### config.mk
export PLATFORM = sky130hd
export DESIGN_NAME = meas_mem_seq
export DESIGN_NICKNAME = d
export VERILOG_FILES = /design/src/rtl/meas_pkg.sv /design/src/rtl/meas_mem_seq.sv
export SDC_FILE = /design/constraint.sdc
export NUM_CORES = 1
export LEC_CHECK = 0
export CAP_MARGIN = 20
export CORE_MARGIN = 1.5
export CORE_UTILIZATION = 52
export CTS_BUF_LIST = sky130_fd_sc_hd__clkbuf_8
export DETAILED_ROUTE_END_ITERATION = 16
export PLACE_DENSITY = 0.85
export SLEW_MARGIN = 20
export SYNTH_ARGS = -nofsm -noshare
export SYNTH_HDL_FRONTEND = slang
export SYNTH_SLANG_ARGS = --single-unit
### constraint.sdc
create_clock -name I_clk -period 6 [get_ports I_clk]
set_clock_uncertainty 0.1 [all_clocks]
set_input_delay 0.6 -clock I_clk [delete_from_list [all_inputs] [get_ports I_clk]]
set_output_delay 0.6 -clock I_clk [all_outputs]
set_load 0.1 [all_outputs]
### src/rtl/meas_pkg.sv
// Shared constants for the measurement buffer path: default widths used by
// the buffer, the host interface and the sequencer, plus the sequencer's
// 3-bit state encoding.
package meas_pkg;

  localparam int unsigned C_WORDSIZE_DEF  = 8;
  localparam int unsigned C_ADDRSIZE_DEF  = 10;
  localparam int unsigned C_NUM_WORDS_DEF = 1024;

  typedef enum logic [2:0] {
    ST_IDLE     = 3'd0,
    ST_CAP_WAIT = 3'd1,
    ST_WR_HI    = 3'd2,
    ST_WR_LO    = 3'd3,
    ST_RD_SET   = 3'd4,
    ST_RD_OUT   = 3'd5,
    ST_DONE     = 3'd6
  } state_t;

endpackage

### src/rtl/meas_mem_seq.sv
// Measurement buffer sequencer. Captures C_NUM_WORDS sampler words into the
// buffer at consecutive addresses, or streams them back out to the host,
// one phase at a time so the buffer ports are time-shared.
// Ports:
//   I_clk, I_rst                      clock, synchronous active-high reset
//   I_start_cap, I_start_rd, I_abort  phase control
//   I_in_data/I_in_valid/O_in_ready   sampler handshake
//   O_out_data/O_out_valid/I_out_ready host handshake
//   O_mem_addr/O_mem_data/O_mem_wrclk buffer write port (commit on wrclk fall)
//   I_mem_rdata                       buffer read data (combinational on addr)
//   O_busy, O_done, O_count           status
module meas_mem_seq
  import meas_pkg::*;
#(
  parameter int unsigned C_WORDSIZE  = C_WORDSIZE_DEF,
  parameter int unsigned C_ADDRSIZE  = C_ADDRSIZE_DEF,
  parameter int unsigned C_NUM_WORDS = C_NUM_WORDS_DEF
) (
  input  logic                  I_clk,
  input  logic                  I_rst,
  input  logic                  I_start_cap,
  input  logic                  I_start_rd,
  input  logic                  I_abort,
  input  logic [C_WORDSIZE-1:0] I_in_data,
  input  logic                  I_in_valid,
  output logic                  O_in_ready,
  output logic [C_WORDSIZE-1:0] O_out_data,
  output logic                  O_out_valid,
  input  logic                  I_out_ready,
  output logic [C_ADDRSIZE-1:0] O_mem_addr,
  output logic [C_WORDSIZE-1:0] O_mem_data,
  output logic                  O_mem_wrclk,
  input  logic [C_WORDSIZE-1:0] I_mem_rdata,
  output logic                  O_busy,
  output logic                  O_done,
  output logic [C_ADDRSIZE:0]   O_count
);

  // One extra counter bit so a full 2^C_ADDRSIZE phase ends without wrapping.
  localparam int unsigned     CW   = C_ADDRSIZE + 1;
  localparam logic [CW-1:0]   LAST = CW'(C_NUM_WORDS);

  state_t                  state_q, state_d;
  logic [CW-1:0]           cnt_q, cnt_d;
  logic [C_ADDRSIZE-1:0]   addr_q, addr_d;
  logic [C_WORDSIZE-1:0]   wdata_q, wdata_d;
  logic [C_WORDSIZE-1:0]   odata_q, odata_d;
  logic                    wrclk_q, wrclk_d;
  logic                    in_ready_q, in_ready_d;
  logic                    out_valid_q, out_valid_d;
  logic                    busy_q, busy_d;
  logic                    done_q, done_d;

  // State and all registered outputs.
  always_ff @(posedge I_clk) begin
    if (I_rst) begin
      state_q     <= ST_IDLE;
      cnt_q       <= '0;
      addr_q      <= '0;
      wdata_q     <= '0;
      odata_q     <= '0;
      wrclk_q     <= 1'b0;
      in_ready_q  <= 1'b0;
      out_valid_q <= 1'b0;
      busy_q      <= 1'b0;
      done_q      <= 1'b0;
    end else begin
      state_q     <= state_d;
      cnt_q       <= cnt_d;
      addr_q      <= addr_d;
      wdata_q     <= wdata_d;
      odata_q     <= odata_d;
      wrclk_q     <= wrclk_d;
      in_ready_q  <= in_ready_d;
      out_valid_q <= out_valid_d;
      busy_q      <= busy_d;
      done_q      <= done_d;
    end
  end

  // Next state, counter and address/data; flags follow the next state.
  always_comb begin
    state_d = state_q;
    cnt_d   = cnt_q;
    addr_d  = addr_q;
    wdata_d = wdata_q;
    odata_d = odata_q;

    if (I_abort) begin
      state_d = ST_IDLE;
    end else begin
      case (state_q)
        ST_IDLE, ST_DONE: begin
          if (I_start_cap) begin
            state_d = ST_CAP_WAIT;
            cnt_d   = '0;
            addr_d  = '0;
          end else if (I_start_rd) begin
            state_d = ST_RD_SET;
            cnt_d   = '0;
            addr_d  = '0;
          end
        end
        ST_CAP_WAIT: begin
          if (I_in_valid && in_ready_q) begin
            wdata_d = I_in_data;
            state_d = ST_WR_HI;
          end
        end
        ST_WR_HI: state_d = ST_WR_LO;
        // Address is only advanced when another word follows, so it holds in DONE.
        ST_WR_LO: begin
          cnt_d = cnt_q + CW'(1);
          if (cnt_d == LAST) begin
            state_d = ST_DONE;
          end else begin
            state_d = ST_CAP_WAIT;
            addr_d  = cnt_d[C_ADDRSIZE-1:0];
          end
        end
        // Read data has settled for a full cycle on the held address.
        ST_RD_SET: begin
          state_d = ST_RD_OUT;
          odata_d = I_mem_rdata;
        end
        ST_RD_OUT: begin
          if (I_out_ready) begin
            cnt_d = cnt_q + CW'(1);
            if (cnt_d == LAST) begin
              state_d = ST_DONE;
            end else begin
              state_d = ST_RD_SET;
              addr_d  = cnt_d[C_ADDRSIZE-1:0];
            end
          end
        end
        default: state_d = ST_IDLE;
      endcase
    end

    wrclk_d     = (state_d == ST_WR_HI);
    in_ready_d  = (state_d == ST_CAP_WAIT);
    out_valid_d = (state_d == ST_RD_OUT);
    busy_d      = (state_d != ST_IDLE) && (state_d != ST_DONE);
    done_d      = (state_d == ST_DONE);
  end

  assign O_in_ready  = in_ready_q;
  assign O_out_data  = odata_q;
  assign O_out_valid = out_valid_q;
  assign O_mem_addr  = addr_q;
  assign O_mem_data  = wdata_q;
  assign O_mem_wrclk = wrclk_q;
  assign O_busy      = busy_q;
  assign O_done      = done_q;
  assign O_count     = cnt_q;

endmodule

==> metrics, run 1 <==
Hold Crit Depth 2; Initial Util 0.5435; syn nets 289; initial antenna violation count 0; CTS hold repair buffers 0; final wirelength ~5000 um; RR Startpoint O_count[0]$_SDFFE_PP0P_; H-tree Lvls 2; Synth Area per Inst ~8.3 um2; PwrDens 194.7 mW/mm2; GR Util All Layers 0.2246; hpwl dp between 3000 and 4000 um; status finished clean; RSZ-0062 raised after global routing no; critical-path cell list ha_1, nand3_1, or4b_1, a22oi_1, and4b_1, a31oi_1, nor4_1; EDFF count, synth 0; Row Count 23; Mapped Cells 264; Top Family by Delay on Critical Path simple AND/OR/NAND/NOR gates; setup violators final 0; most numerous cell in the Yosys netlist dfxtp_1; delay of the slowest critical-path stage roughly 0.53 ns; Slew Limit Headroom 0.3249; global-route wire length before repair 7900 um; list of most frequent post-synthesis cells dfxtp_1, nor2_1, nand2_1, a21oi_1, inv_1; die area 0.004609 mm2; fin worst setup slack 3.127 ns; clock sink count 45; Synth async-reset ratio 0; Synth area leader dfxtp_1; worst-skew pair later-pin latency 0.30 ns; Yosys cell types 46; Hold WC Path Type flop to flop; DRC violations left 0; Pwr Total 566.8 uW; Synth top area share 0.4114; synthesis-to-finish area growth 32.97%; Seq/Total Area, Yosys 0.4114; layout cell share with drive strength beyond 1 0.06231; Final Slew Violations 0; Setup WS pre-CTS about 3.1 ns; Die Span X about 68 um; post_cts resized 0; largest cells by area after synthesis dfxtp_1, nor2_1, nand2_1, a21oi_1, mux2i_1; Vias per Instance 5.601; Vias 2,078; gpl congestion 0.8444; largest net degree at the start of global routing 41; Num CTS Buffers 5; initial detailed-routing violation count 136; fin crit share 0.4789; I/O Pins 65; Fin. Hold Viols 0; clock-pin slew on the worst setup and hold paths around 0.090 ns; CP Launch Type flop; Yosys warning total 0; R2R Setup Slk 3.13 ns; Arrival @ worst endpoint 2.98 ns; DRT Pass-1 Iters 4; hold endpoint O_out_data[6]$_SDFFE_PP0P_; Layout Nets 345; Setup TNS 0 ns; die height 67.89 um; Tightest Pin Transition 1.010 ns; Worst Path Max Fanout 10; slowest CP cell and4b_1; Cell Area, Synth approximately 0.0022 mm2; r2r worst-path depth 7; Inserted Diodes 0; Root Driver clkbuf_8; min cycle time layout around 2.9 ns; Buf/Inv on CP 0; CP Data Required Time slightly above 6 ns; Top FF cell, synth dfxtp_1; IR drop worst, VDD 0.1386 mV; CP endpoint kind flop; hold path start O_out_data[6]$_SDFFE_PP0P_; Leak approximately 1.0 nW; Yosys reg bits 45; post-route ant nets 0; I/O Buffers 64; CTS tree done; gr ovfl total 0; Max Cap Viol 0; total setup buffers inserted after CTS 0; vias in the first global route around 1,800; worst-case clock buffer depth 2; Routed WL per cell 13.49 um; core footprint 0.004029 mm2; fmax 0.3481 GHz; worst r2r dst O_mem_wrclk$_SDFF_PP0_; crit path kind flop to flop
-- power breakdown --
part	internal [mW]	leakage [nW]	total [mW]	switching [mW]
clock	0.0805	0.0439	0.188	0.108
combinational	0.0291	0.638	0.0728	0.0436
sequential	0.302	0.363	0.306	0.00411
-- metrics by stage --
stage,cell area (um2),hold slack (ns),util,instances
4_1_cts,2912,0.3575,0.7227,371
3_5_place_dp,2825,0.3457,0.7012,363
5_1_grt,2912,0.3701,0.7227,371
3_3_place_gp,2819,0.3403,0.6997,363
6_report,2912,0.3566,0.7227,371
2_1_floorplan,2190,0.6203,-,264
-- layout make-up --
type                       count  area (um2)
clock buffer                   5       68.82
multi-input combinational    188        1154
tap                           50       62.56
clock inverter                 3       17.52
fill                         337        1117
inverter                      14       52.55
sequential                    45       900.9
timing repair buffer          66       655.6
-- routing by layer --
| metal | wire length (um) | global-route usage | vias up | share of wire |
|---|---|---|---|---|
| met4 | 51 | 0.07250 | 0 | 0.010 |
| met3 | 413 | 0.07072 | 7 | 0.083 |
| li1 | - | - | 1034 | - |
| met5 | 0 | 0 | - | 0 |
| met1 | 2153 | 0.2778 | 957 | 0.43 |
| met2 | 2386 | 0.3725 | 80 | 0.48 |
-- sequential cells by signal (all words and copies together) (netlist names) --
name	flops
O_mem_wrclk	1
state_q	3
O_done	1
O_in_ready	1
O_out_valid	1
O_count	11
O_mem_data	8
O_out_data	8
O_busy	1
O_mem_addr	10
-- worst reg2reg max path: stages (launching register included) --
cell,delay (ns)
dfxtp_1,0.48
ha_1,0.36
nand3_1,0.15
or4b_1,0.48
a22oi_1,0.19
and4b_1,0.53
a31oi_1,0.25
nor4_1,0.22
-- worst max path at each step --
stage / startpoint / depth (start not counted) / endpoint
3_5_place_dp: I_start_cap / 8 / O_count[7]$_SDFFE_PP0P_
4_1_cts: O_count[0]$_SDFFE_PP0P_ / 7 / O_mem_wrclk$_SDFF_PP0_
5_1_grt: O_count[0]$_SDFFE_PP0P_ / 7 / O_mem_wrclk$_SDFF_PP0_
3_3_place_gp: I_start_cap / 8 / O_count[9]$_SDFFE_PP0P_
2_1_floorplan: O_count[0]$_SDFFE_PP0P_ / 9 / O_done$_SDFF_PP0_
6_report: O_count[0]$_SDFFE_PP0P_ / 7 / O_mem_wrclk$_SDFF_PP0_
-- cells by family (layout without fill, tap and decap cells) --
logic type,count (synthesis),after routing,synth area share
multiplexers,9,9,0.04114
adder cells (fa/ha/maj),2,2,0.01143
AND/OR/NAND/NOR,104,104,0.2303
AO/OA/AOI/OAI,63,63,0.2012
flip-flops,45,45,0.4114
buffers and inverters,31,88,0.06457
XOR/XNOR,10,10,0.04000
-- layout by cell type (no fill, tap or decap), drive strengths merged, types with 4 or more instances in the layout --
| cell | instances |
|---|---|
| a31oi | 4 |
| or3 | 4 |
| nor2 | 36 |
| a22oi | 4 |
| xor2 | 4 |
| o32ai | 9 |
| dfxtp | 45 |
| o21ai | 11 |
| xnor2 | 6 |
| nor4 | 4 |
| inv | 14 |
| clkdlybuf4s50 | 64 |
| mux2i | 9 |
| nand2 | 31 |
| nand3b | 6 |
| a21oi | 22 |
| clkbuf | 5 |
| nand4 | 4 |
| nand3 | 5 |
| and2 | 4 |
(Power assumes the default switching activity.)
==> run 2, diff against run 1 <==
--- a/config.mk
+++ b/config.mk
@@ -7,10 +7,10 @@
 export LEC_CHECK = 0
 export CAP_MARGIN = 20
 export CORE_MARGIN = 1.5
-export CORE_UTILIZATION = 52
+export CORE_UTILIZATION = 44
 export CTS_BUF_LIST = sky130_fd_sc_hd__clkbuf_8
 export DETAILED_ROUTE_END_ITERATION = 16
-export PLACE_DENSITY = 0.85
+export PLACE_DENSITY = 0.76
 export SLEW_MARGIN = 20
 export SYNTH_ARGS = -nofsm -noshare
 export SYNTH_HDL_FRONTEND = slang
==> constraint.sdc (replaced) <==
create_clock -name I_clk -period 2.6 [get_ports I_clk]
set_clock_uncertainty 0.1 [all_clocks]
set_input_delay 0.26 -clock I_clk [delete_from_list [all_inputs] [get_ports I_clk]]
set_output_delay 0.26 -clock I_clk [all_outputs]
set_load 0.1 [all_outputs]
==> run 2 against run 1 <==
  * Clock power rose to 2.8 times the previous value
  * Global-route usage down 2.8 points
  * Combinational power up 130%
  * Sequential power up 130%
  * Worst hold slack better by 0.0014 ns
  * Cell count up 6.5%
  * Die area up 17%
  * Sequential share of layout area up 0.44 points
  * Flip-flop and latch count unchanged
  * First-iteration DRC count up 29%
  * Total power up 150%
  * Critical path depth up 1
  * Critical endpoint is now O_done$_SDFF_PP0_
==> metrics, run 2 (synthesized netlist as in run 1, its figures left out) <==
Die Span X 73.55 um (was 67.89 um); worst-skew pair later-pin latency 0.30 ns (about the same); CTS tree done (unchanged); gr ovfl total 0 (unchanged); I/O Pins 65 (unchanged); hpwl dp 3725 um (was 3628 um); GR Util All Layers 0.1965 (was 0.2246); critical-path cell list ha_2, nand3_1, or4b_1, a22oi_1, and4b_1, buf_4, a31oi_4, nor4_2 (was ha_1, nand3_1, or4b_1, a22oi_1, and4b_1, a31oi_1, nor4_1); Hold WC Path Type flop to flop (unchanged); cell area after placement 0.002804 mm2 (was 0.002825 mm2); initial antenna violation count 0 (unchanged); Arrival @ worst endpoint 2.52 ns (was 2.98 ns); min cycle time layout 2.410 ns (was 2.873 ns); RSZ-0062 raised after global routing no (unchanged); max FFs per register 11 (unchanged); clock-pin slew on the worst setup and hold paths 0.08 ns (was 0.09 ns); Tightest Pin Transition 0.5371 ns (was 1.010 ns); FF+latch area 917.1 um2 (was 900.9 um2); CP Data Required Time 2.71 ns (was 6.11 ns); I/O Buffers 64 (unchanged); CP Launch Type flop (unchanged); setup violators final 0 (unchanged); worst-case clock buffer depth 2 (unchanged); Slew Limit Headroom 0.6409 (was 0.3249); Layout Nets 352 (was 345); fmax 0.4150 GHz (was 0.3481 GHz); Setup WS pre-CTS 0.1774 ns (was 3.059 ns); die area 0.005409 mm2 (was 0.004609 mm2); final wirelength 5001 um (was 5005 um); Fin. Hold Viols 0 (unchanged); Vias per Instance 5.230 (was 5.601); PwrDens 482.3 mW/mm2 (was 194.7 mW/mm2); DRT Pass-1 Iters 4 (unchanged); global-route wire length before repair 8321 um (was 7900 um); synthesis-to-finish area growth 33.49% (was 32.97%); die height 73.55 um (was 67.89 um); vias in the first global route 1,901 (was 1,781); Worst Path Max Fanout 10 (unchanged); Leak 1.188 nW (was 1.045 nW); clock sink count 45 (unchanged); multi-input logic area 0.001150 mm2 (was 0.001154 mm2); commonest non-fill, non-tap cell in the layout buf_4 (was clkdlybuf4s50_1); Vias 2,066 (was 2,078); Setup TNS 0 ns (unchanged); post-route cell area 0.002923 mm2 (was 0.002912 mm2); slowest CP cell or4b_1 (was and4b_1); crit path kind flop to flop (unchanged); delay of the slowest critical-path stage 0.49 ns (was 0.53 ns); status finished clean (unchanged); Row Count 25 (was 23); fill count 461 (was 337); largest net degree at the start of global routing 24 (was 41); Inserted Diodes 0 (unchanged); fin worst setup slack 0.1902 ns (was 3.127 ns); initial detailed-routing violation count 176 (was 136); total setup buffers inserted after CTS 0 (unchanged); post-route ant nets 0 (unchanged); Num CTS Buffers 5 (unchanged); gpl congestion 0.8606 (was 0.8444); Routed WL per cell 12.66 um (was 13.49 um); DRC violations left 0 (unchanged); most frequent cells in the layout buf_4, dfxtp_1, nor2_1 (was clkdlybuf4s50_1, dfxtp_1, nor2_1); Max Cap Viol 0 (unchanged); H-tree Lvls 2 (unchanged); Initial Util 0.4605 (was 0.5435); layout cell share with drive strength beyond 1 0.2348 (was 0.06231); core footprint 0.004755 mm2 (was 0.004029 mm2); IR drop worst, VDD 0.2900 mV (was 0.1386 mV); CTS hold repair buffers 0 (unchanged); Final Slew Violations 0 (unchanged); fin crit share 0.9268 (was 0.4789); CP endpoint kind flop (unchanged); post-layout util 0.6147 (was 0.7227); Root Driver clkbuf_8 (unchanged); Pwr Total 1.410 mW (was 566.8 uW)
-- run 2: repair_timing --
| action | CTS | global route |
|---|---|---|
| resized for setup | 0 | 1 |
| endpoints found under the setup margin | 0 | 4 |
| hold endpoints to repair | 0 | 0 |
-- run 2: power by group --
group	switching, mW	internal [mW]	total, mW
Combinational	0.102	0.0697	0.171
Clock	0.226	0.309	0.535
Sequential	0.00934	0.694	0.703
-- run 2: worst paths after layout --
kind | end | slack, ns | startpoint | cells past startpoint
setup / recovery | O_done$_SDFF_PP0_ | 0.19 | O_count[0]$_SDFFE_PP0P_ | 8
hold / removal | O_out_data[2]$_SDFFE_PP0P_ | 0.36 | O_out_data[2]$_SDFFE_PP0P_ | 2
setup reg to reg | O_done$_SDFF_PP0_ | 0.19 | O_count[0]$_SDFFE_PP0P_ | 8
hold reg to reg | O_out_data[2]$_SDFFE_PP0P_ | 0.36 | O_out_data[2]$_SDFFE_PP0P_ | 2
-- run 2: cell type report --
cell class              instances  share of cell area
clock buffers                   6             0.02825
multi-input cells             188              0.3934
repair buffers                 73              0.2063
well taps                      67             0.02868
flip-flops and latches         45              0.3138
inverters                      14             0.01798
clock inverters                 2             0.01156
-- run 2: routing by layer --
layer,vias up,GRT usage,routed length (um)
met2,77,0.3363,2409
met3,10,0.05213,325
met4,0,0.07407,84
met1,935,0.2344,2182
met5,-,0,0
li1,1044,-,-
-- run 2: stage by stage --
| stage | hold WS [ns] | std cells |
|---|---|---|
| after CTS | 0.3597 | 395 |
| after detailed placement | 0.3480 | 387 |
| after global placement | 0.3420 | 387 |
| final | 0.3580 | 395 |
| after floorplan | 0.2960 | 264 |
| after global routing | 0.3851 | 395 |
-- run 2: critical path, delay by kind of cell (launching register included) --
family	cells	cell delay (ns)
buffers and inverters	1	0.19
flip-flops	1	0.39
AND/OR/NAND/NOR	4	1.10
adder cells (fa/ha/maj)	1	0.25
AO/OA/AOI/OAI	2	0.30
==> run 3, diff against run 2 <==
--- a/config.mk
+++ b/config.mk
@@ -11,6 +11,7 @@
 export CTS_BUF_LIST = sky130_fd_sc_hd__clkbuf_8
 export DETAILED_ROUTE_END_ITERATION = 16
 export PLACE_DENSITY = 0.76
+export RECOVER_POWER = 25
 export SLEW_MARGIN = 20
 export SYNTH_ARGS = -nofsm -noshare
 export SYNTH_HDL_FRONTEND = slang
==> run 3 against run 2 <==
  * Final area decreased by 2.7%
  * Register-to-register slack is essentially flat
  * Critical path depth unchanged
  * Combinational power is essentially flat
  * Cell count unchanged
  * First-iteration DRC count shrank 6.8%
  * Setup slack worse by 0.0015 ns
  * Wire length up 0.18%
  * Via count increased by 0.58%
  * Flip-flop and latch count did not move
  * Clock power is essentially flat
  * Critical path type unchanged
  * Largest cell class unchanged
==> metrics, run 3 (synthesized netlist as in run 1, its figures left out) <==
status finished clean (unchanged); clock sink count 45 (unchanged); crit path kind flop to flop (unchanged); clock power share 0.379 (was 0.380); H-tree Lvls 2 (unchanged); delay of the slowest critical-path stage 0.49 ns (about the same); M3 GR Usage 0.05213 (unchanged); DRT Pass-1 Iters 4 (unchanged); total setup buffers inserted after CTS 0 (unchanged); fmax 0.4147 GHz (was 0.4150 GHz); max FFs per register 11 (unchanged); global-route wire length before repair 8321 um (unchanged); Logic pwr share 0.120 (was 0.122); most frequent cells in the layout dfxtp_1, nor2_1, nand2_1 (was buf_4, dfxtp_1, nor2_1); CP Launch Type flop (unchanged); Worst Path Max Fanout 10 (unchanged); critical-path cell list ha_2, nand3_1, or4b_1, a22oi_1, and4b_1, buf_4, a31oi_4, nor4_2 (unchanged); post-route ant nets 0 (unchanged); vias in the first global route 1,901 (unchanged); fin crit share 0.9274 (was 0.9268); min cycle time layout 2.411 ns (was 2.410 ns); CTS tree done (unchanged); sequential share of power 0.501 (was 0.499); gr ovfl total 0 (unchanged); IR drop worst, VDD 0.2899 mV (was 0.2900 mV); Inserted Diodes 0 (unchanged); I/O Pins 65 (unchanged); core footprint 0.004755 mm2 (unchanged); NetSw 333.4 uW (was 337.1 uW); worst-skew pair later-pin latency 0.29 ns (was 0.30 ns); synthesis-to-finish area growth 29.89% (was 33.49%); CP Data Required Time 2.71 ns (about the same); setup violators final 0 (unchanged); Initial Util 0.4605 (unchanged); slowest CP cell or4b_1 (unchanged); worst-case clock buffer depth 2 (unchanged); gr busiest metal met2 (unchanged); Crit. Startpoint O_count[0]$_SDFFE_PP0P_ (unchanged); Vias 2,078 (was 2,066); global-route track usage on met2 0.3363 (unchanged); Tightest Pin Transition 1.190 ns (was 0.5371 ns); met1 Track Usage GR 0.2344 (unchanged); Hold WC Path Type flop to flop (unchanged); GR Util All Layers 0.1965 (unchanged); Fin. Hold Viols 0 (unchanged); RSZ-0062 raised after global routing no (unchanged); Root Driver clkbuf_8 (unchanged); hold path start O_out_data[0]$_SDFFE_PP0P_ (was O_out_data[2]$_SDFFE_PP0P_); DRC violations left 0 (unchanged); die area 0.005409 mm2 (unchanged); CP endpoint kind flop (unchanged); Slew Limit Headroom 0.2101 (was 0.6409); Max Cap Viol 0 (unchanged); clock-pin slew on the worst setup and hold paths 0.08 ns (about the same); Vias per Instance 5.261 (was 5.230); Final Slew Violations 0 (unchanged); Sw Share 0.2376 (was 0.2391); Layout Nets 352 (unchanged); Arrival @ worst endpoint 2.52 ns (about the same); layout cell share with drive strength beyond 1 0.1707 (was 0.2348); Routed WL per cell 12.68 um (was 12.66 um); initial detailed-routing violation count 164 (was 176); largest net degree at the start of global routing 24 (unchanged); Setup TNS 0 ns (unchanged); Leak 1.098 nW (was 1.188 nW); Pint 1.070 mW (was 1.073 mW); RR Startpoint O_count[0]$_SDFFE_PP0P_ (unchanged); final wirelength 5010 um (was 5001 um); I/O Buffers 64 (unchanged); hpwl dp 3725 um (unchanged); Num CTS Buffers 5 (unchanged); Row Count 25 (unchanged); gpl congestion 0.8606 (unchanged); die height 73.55 um (unchanged); PwrDens 493.3 mW/mm2 (was 482.3 mW/mm2); Die Span X 73.55 um (unchanged); Pwr Total 1.403 mW (was 1.410 mW); initial antenna violation count 0 (unchanged)
[run 3: critical path: cells and delay by family, from the launching register on]
family,cells,cell delay [ns]
simple gates,4,1.10
flops,1,0.39
buf+inv,1,0.19
fa+ha+maj,1,0.25
compound gates,2,0.30
[run 3: final timing paths]
kind / end / slack [ns] / depth (start not counted)
min reg2reg: O_out_data[0]$_SDFFE_PP0P_ / 0.36 / 2
max: O_done$_SDFF_PP0_ / 0.19 / 8
min: O_out_data[0]$_SDFFE_PP0P_ / 0.36 / 2
max reg2reg: O_done$_SDFF_PP0_ / 0.19 / 8
[run 3: layout make-up]
class,instances,area (um2)
fill,483,1911
multi-input combinational,188,1150
sequential,45,917.1
timing repair buffer,73,524.3
tap,67,83.83
clock buffer,6,82.58
inverter,14,52.55
clock inverter,2,33.78
[run 3: routing by layer]
layer / vias to the layer above / share of wire
li1: 1045 / -
met1: 942 / 0.43
met2: 83 / 0.48
met3: 8 / 0.072
met4: 0 / 0.011
met5: - / 0
[run 3: through the flow]
step                      cells  hold WS, ns  utilization  setup WS [ns]  area, um2
after floorplan             264       0.2960            -       0.001430       2206
after global placement      387       0.3420       0.5897         0.2390       2804
after detailed placement    387       0.3480       0.5897         0.1774       2804
after CTS                   395       0.3597       0.6142         0.1446       2920
after global routing        395       0.3826       0.5982        0.01502       2844
final                       395       0.3560       0.5982         0.1887       2844
[run 3: repair_timing]
item                                    4_1_cts  5_1_grt
gates resized for setup                       0        1
hold buffers                                  0        0
endpoints found under the setup margin        0        4
[run 3: power by group through the flow]
stage               Sequential [mW]  Combinational [mW]  Clock [mW]
floorplan                     0.753              0.0723           0
global placement              0.719               0.170           0
detailed placement            0.719               0.172           0
CTS                           0.703               0.172       0.558
global route                  0.704               0.180       0.581
finish                        0.703               0.168       0.532
